### config.mk
export PLATFORM = sky130hd
export DESIGN_NAME = cp_inserter
export DESIGN_NICKNAME = d
export VERILOG_FILES = /design/src/rtl/ofdm_pkg.sv /design/src/rtl/cpi_buffer.sv /design/src/rtl/cp_inserter.sv
export SDC_FILE = /design/constraint.sdc
export NUM_CORES = 2
export LEC_CHECK = 0
export ABC_AREA = 0
export CELL_PAD_IN_SITES_DETAIL_PLACEMENT = 0
export CELL_PAD_IN_SITES_GLOBAL_PLACEMENT = 1
export CORE_MARGIN = 4
export CORE_UTILIZATION = 55
export CTS_CLUSTER_DIAMETER = 80
export DETAILED_ROUTE_END_ITERATION = 8
export PLACE_DENSITY_LB_ADDON = 0.05
export SYNTH_ARGS = -nofsm -noshare
export SYNTH_HDL_FRONTEND = slang
export SYNTH_SLANG_ARGS = --single-unit
### constraint.sdc
create_clock -name clk -period 9.7 [get_ports clk]
set_input_delay 1.455 -clock clk [delete_from_list [all_inputs] [get_ports clk]]
set_output_delay 1.455 -clock clk [all_outputs]
set_load 0.005 [all_outputs]
### src/rtl/ofdm_pkg.sv
// Shared OFDM transmit-chain types: default frame geometry, the CP inserter
// state encoding and the complex sample struct.
package ofdm_pkg;

    localparam int CPI_N      = 64;
    localparam int CPI_CP_LEN = 16;
    localparam int CPI_DW     = 16;

    typedef enum logic [1:0] {
        FILL,
        EMIT_CP,
        EMIT_BODY
    } cpi_state_e;

    typedef struct packed {
        logic signed [CPI_DW-1:0] re;
        logic signed [CPI_DW-1:0] im;
    } cplx_t;

endpackage

### src/rtl/cpi_buffer.sv
// Frame store for the CP inserter: one write port and one registered read port.
// A read of the address being written in the same cycle returns the new data.
module cpi_buffer #(
    parameter int DEPTH = 64,
    parameter int WIDTH = 32,
    parameter int AW    = $clog2(DEPTH)
) (
    input  logic             clk,
    input  logic             wr_en,
    input  logic [AW-1:0]    wr_addr,
    input  logic [WIDTH-1:0] wr_data,
    input  logic [AW-1:0]    rd_addr,
    output logic [WIDTH-1:0] rd_data
);

    logic [WIDTH-1:0] mem_q [DEPTH];
    logic [WIDTH-1:0] rd_data_q;

    always_ff @(posedge clk) begin
        if (wr_en) begin
            mem_q[wr_addr] <= wr_data;
        end
        // Needed when CP_LEN=1: the prefix read coincides with the final write.
        if (wr_en && (wr_addr == rd_addr)) begin
            rd_data_q <= wr_data;
        end else begin
            rd_data_q <= mem_q[rd_addr];
        end
    end

    assign rd_data = rd_data_q;

endmodule

### src/rtl/cp_inserter.sv
// Cyclic-prefix inserter: buffers N samples, then emits the last CP_LEN followed
// by the whole frame. Optional in_last framing check under CPI_FRAME_CHECK_EN.
module cp_inserter
    import ofdm_pkg::*;
#(
    parameter int N      = CPI_N,
    parameter int CP_LEN = CPI_CP_LEN,
    parameter int DW     = CPI_DW
) (
    input  logic          clk,
    input  logic          reset,
    input  logic          in_valid,
    output logic          in_ready,
    input  logic [DW-1:0] in_real,
    input  logic [DW-1:0] in_imag,
    input  logic          in_last,
    output logic          out_valid,
    input  logic          out_ready,
    output logic [DW-1:0] out_real,
    output logic [DW-1:0] out_imag,
    output logic          out_first,
    output logic          out_last,
    output logic          frame_err
);

    localparam int            AW       = $clog2(N);
    localparam logic [AW-1:0] IDX_LAST = AW'(N - 1);
    localparam logic [AW-1:0] CP_START = AW'(N - CP_LEN);

    cpi_state_e        state_q, state_d;
    logic [AW-1:0]     wr_idx_q, wr_idx_d;
    logic [AW-1:0]     rd_idx_q, rd_idx_d;
    logic              in_ready_q, in_ready_d;
    logic              out_valid_q, out_valid_d;
    logic [2*DW-1:0]   out_data_q, out_data_d;
    logic              out_first_q, out_first_d;
    logic              out_last_q, out_last_d;
    logic              frame_err_q, frame_err_d;

    logic [2*DW-1:0]   rd_data;
    logic              in_fire;
    logic              out_free;
    logic              load;
    logic              frame_bad;

    assign in_fire  = in_valid && in_ready_q;
    assign out_free = !out_valid_q || out_ready;
    assign load     = out_free && (state_q != FILL);

`ifdef CPI_FRAME_CHECK_EN
    assign frame_bad = in_fire && (in_last != (wr_idx_q == IDX_LAST));
`else
    logic unused_in_last;
    assign unused_in_last = in_last;
    assign frame_bad      = 1'b0;
`endif

    always_comb begin
        state_d     = state_q;
        wr_idx_d    = wr_idx_q;
        rd_idx_d    = rd_idx_q;
        out_valid_d = out_valid_q;
        out_data_d  = out_data_q;
        out_first_d = out_first_q;
        out_last_d  = out_last_q;
        frame_err_d = frame_bad;

        // rd_idx rolls from N-1 to 0 on its own, which is the prefix-to-body wrap.
        case (state_q)
            FILL: begin
                if (in_fire) begin
                    if (frame_bad) begin
                        wr_idx_d = '0;
                    end else if (wr_idx_q == IDX_LAST) begin
                        wr_idx_d = '0;
                        rd_idx_d = CP_START;
                        state_d  = EMIT_CP;
                    end else begin
                        wr_idx_d = wr_idx_q + AW'(1);
                    end
                end
            end
            EMIT_CP: begin
                if (load) begin
                    rd_idx_d = rd_idx_q + AW'(1);
                    if (rd_idx_q == IDX_LAST) state_d = EMIT_BODY;
                end
            end
            EMIT_BODY: begin
                if (load) begin
                    rd_idx_d = rd_idx_q + AW'(1);
                    if (rd_idx_q == IDX_LAST) state_d = FILL;
                end
            end
            default: state_d = FILL;
        endcase

        if (load) begin
            out_valid_d = 1'b1;
            out_data_d  = rd_data;
            out_first_d = (state_q == EMIT_CP) && (rd_idx_q == CP_START);
            out_last_d  = (state_q == EMIT_BODY) && (rd_idx_q == IDX_LAST);
        end else if (out_free) begin
            out_valid_d = 1'b0;
        end

        in_ready_d = (state_d == FILL);
    end

    always_ff @(posedge clk) begin
        if (!reset) begin
            state_q     <= FILL;
            wr_idx_q    <= '0;
            rd_idx_q    <= '0;
            in_ready_q  <= 1'b0;
            out_valid_q <= 1'b0;
            out_data_q  <= '0;
            out_first_q <= 1'b0;
            out_last_q  <= 1'b0;
            frame_err_q <= 1'b0;
        end else begin
            state_q     <= state_d;
            wr_idx_q    <= wr_idx_d;
            rd_idx_q    <= rd_idx_d;
            in_ready_q  <= in_ready_d;
            out_valid_q <= out_valid_d;
            out_data_q  <= out_data_d;
            out_first_q <= out_first_d;
            out_last_q  <= out_last_d;
            frame_err_q <= frame_err_d;
        end
    end

    // Read address runs one step ahead so rd_data already holds buf[rd_idx_q].
    cpi_buffer #(
        .DEPTH (N),
        .WIDTH (2 * DW),
        .AW    (AW)
    ) u_buf (
        .clk     (clk),
        .wr_en   (in_fire),
        .wr_addr (wr_idx_q),
        .wr_data ({in_real, in_imag}),
        .rd_addr (rd_idx_d),
        .rd_data (rd_data)
    );

    assign in_ready  = in_ready_q;
    assign out_valid = out_valid_q;
    assign out_real  = out_data_q[2*DW-1:DW];
    assign out_imag  = out_data_q[DW-1:0];
    assign out_first = out_first_q;
    assign out_last  = out_last_q;
    assign frame_err = frame_err_q;

endmodule

==> metrics.txt <==
FP Rows 140; worst-skew pair later-pin latency 0.83 ns; Sink Count 2104; Post-Syn Instances 3759; register area share after synthesis 77.4%; clock network fraction of design power 44.2%; CTS max path bufs 3; vias in the first global route 40600; R2R cell count 7; Leak 0.0275 µW; dpl hpwl 115000 µm; Area Growth Syn to Fin 12.8%; total CTS buffers 205; top_reg_cell synth edfxtp_1; Post-CTS Hold Buffers 0; Syn Area/Cell 21.5 µm²; RSZ-0062 raised after global routing no; minimum clock period 4.60 ns; Final Util 62.6%; H-tree lvl count 4; fin crit share 47.4%; CP startpoint kind flip-flop; chip height 392 µm; highest clock rate 0.218 GHz; DRC 0; outcome finished clean; Yosys reg bits 2104; postcts setup bufs 0; average vias per placed instance 6.66; DR iter-0 viols 4727; CP Class reg -> reg; Port Buffers 71; full die area 153000 µm²; Synth Area in Adders 0.108%; initial cell density of the core 55.5%; total number of vias 40200; Slew Viols, Final 0; share of power burned in registers 54.6%; Async S/R FF share, synth 0%; crit path capture out_data_q[26]; max cap viols 0; # setup viols final 0; Final #Nets 3983; Worst Max-Slew Pin Slew 1.37 ns; global-route wire length before repair 302000 µm; Synth Area in XOR/XNOR 0.0216%; Final ANT Viol Nets 0; PwrDens 200 nW/µm²; final hold vios 0; GPL Wtd Cong 0.824; Max VDD drop 0.163 mV; GRT Residual Overflow 0; core area 146000 µm²; leading cell type in the layout, fill and taps excluded edfxtp_1; Clock Skews 0.0236 ns; DRT Pass-1 Iters 5; wire length per cell 35.5 µm; DRT Wirelength 214000 µm; share of layout cells above drive strength 1 26.0%; setup TNS 0 ns; combinational share of power 1.2%; Yosys Warn Count 0; CP required 10.35 ns; Total GRT Usage 28.3%; multiplexer area fraction after synthesis 15.7%; count of cells resized by post-cts repair 0; crit end category flip-flop; CTS tree yes; RR Endpoint out_data_q[26]; number of synthesized flops with an enable pin 2048; post-synthesis cell type count 62; Hold WC Path Type reg -> reg; switching share of power 19.3%; CP Max Fanout 63; R2R setup slack 5.10 ns; main combinational cell family by area after synthesis multiplexers; largest net degree at the start of global routing 116; Cell Area, Synth 80900 µm²; I/O pin cnt 74; CTS clock-pin slew for the worst setup and hold paths 0.06 ns; critical path arrival 5.24 ns; die width 392 µm; NetSw 3520 µW; simple-gate share of the synthesized area 2.31%; Synth Area in Compound Gates 3.07%; clk root buf clkbuf_16; Syn Nets 3803; Int Power 14800 µW; commonest cells after routing, fill and taps aside 2048 x edfxtp_1, 460 x mux4_2, 206 x clkbuf_16; Rel. slew slack 6.64%; initial antenna violation count 15
==> cell usage after synthesis (all sizes together), types with 14 or more instances <==
library cell  count  area [µm²]
a211oi           15         113
nand2           162         608
dfxtp            56        1120
mux2i           167        1670
a2bb2oi          22         193
edfxtp         2048       61500
a221oi           41         359
mux2             59         664
nand4            15        93.8
o22ai            47         294
nor4b            17         149
o211ai           14         105
nor2             83         312
mux4            460       10400
a31oi            14        87.6
nand3            32         160
a21oi            33         165
buf             103         646
a2111oi          23         239
o221ai           33         289
o21ai            24         120
clkbuf          123         462
==> logic make-up after synthesis <==
logic type / count (synthesis)
AOI/OAI and AO/OA: 329
xor gates and xnor gates: 2
adders and majority gates: 7
buffers and inverters: 239
DFF: 2104
muxes: 686
other: 1
and+or+nand+nor: 391
==> registers in the layout, summed over array words and instances, names as in the netlist, named ones only <==
name	count
u_buf.mem_q	2048
out_data_q	32
rd_idx_q	6
wr_idx_q	6
state_q	2
in_ready	1
out_first	1
out_last	1
out_valid	1
==> stage by stage <==
stage	cells	instance area [µm²]	total power (µW)	hold WS, ns	worst slack (ns)
CTS	6034	91300	18400	0.465	5.09
global placement	5649	84400	10400	0.462	4.87
finish	6040	91300	18300	0.476	5.10
floorplan	3759	80900	10200	0.448	5.15
global route	6034	91300	18800	0.496	4.89
detailed placement	5649	84400	10400	0.450	4.83
==> layer usage <==
layer / wire (µm) / global-route usage [%] / share of wire, % / vias up
met5: 27 / 0 / 0.013 / -
li1: - / - / - / 16300
met3: 16800 / 5.26 / 7.8 / 327
met2: 107000 / 46.0 / 50 / 1866
met1: 85800 / 40.2 / 40 / 21800
met4: 5130 / 7.66 / 2.4 / 4
==> area by class of cell <==
class,count,area [µm²]
clock buffers,272,5610
repair buffers,199,1600
diodes,6,15.0
clock inverters,113,1290
multi-input cells,1416,17700
flip-flops and latches,2104,62600
fillers,9904,54600
well taps,1917,2400
inverters,13,56.3
==> critical path, cell delays in order, from the launching register on <==
cell      delay, ns
dfxtp_4        0.86
buf_12         0.46
buf_4          0.77
mux2_2         0.41
a221oi_1       0.37
nor3b_1        0.10
o31ai_1        1.08
o21ai_0        0.24
==> power groups by stage <==
stage / registers [µW] / logic, µW / clock network, µW
global route: 9980 / 224 / 8620
finish: 9980 / 210 / 8090
global placement: 10200 / 193 / 0
detailed placement: 10200 / 210 / 0
floorplan: 10200 / 26.4 / 0
CTS: 9980 / 210 / 8220
==> worst min-delay path by stage <==
stage,startpoint,to,slack (ns),depth (start not counted)
after CTS,out_first,out_first,0.47,2
final,out_first,out_first,0.48,2
after global placement,out_last,out_last,0.46,2
after detailed placement,out_first,out_first,0.45,2
after global routing,out_first,out_first,0.50,2
after floorplan,out_last,out_last,0.45,2
Power figures use the tool's default switching activity.
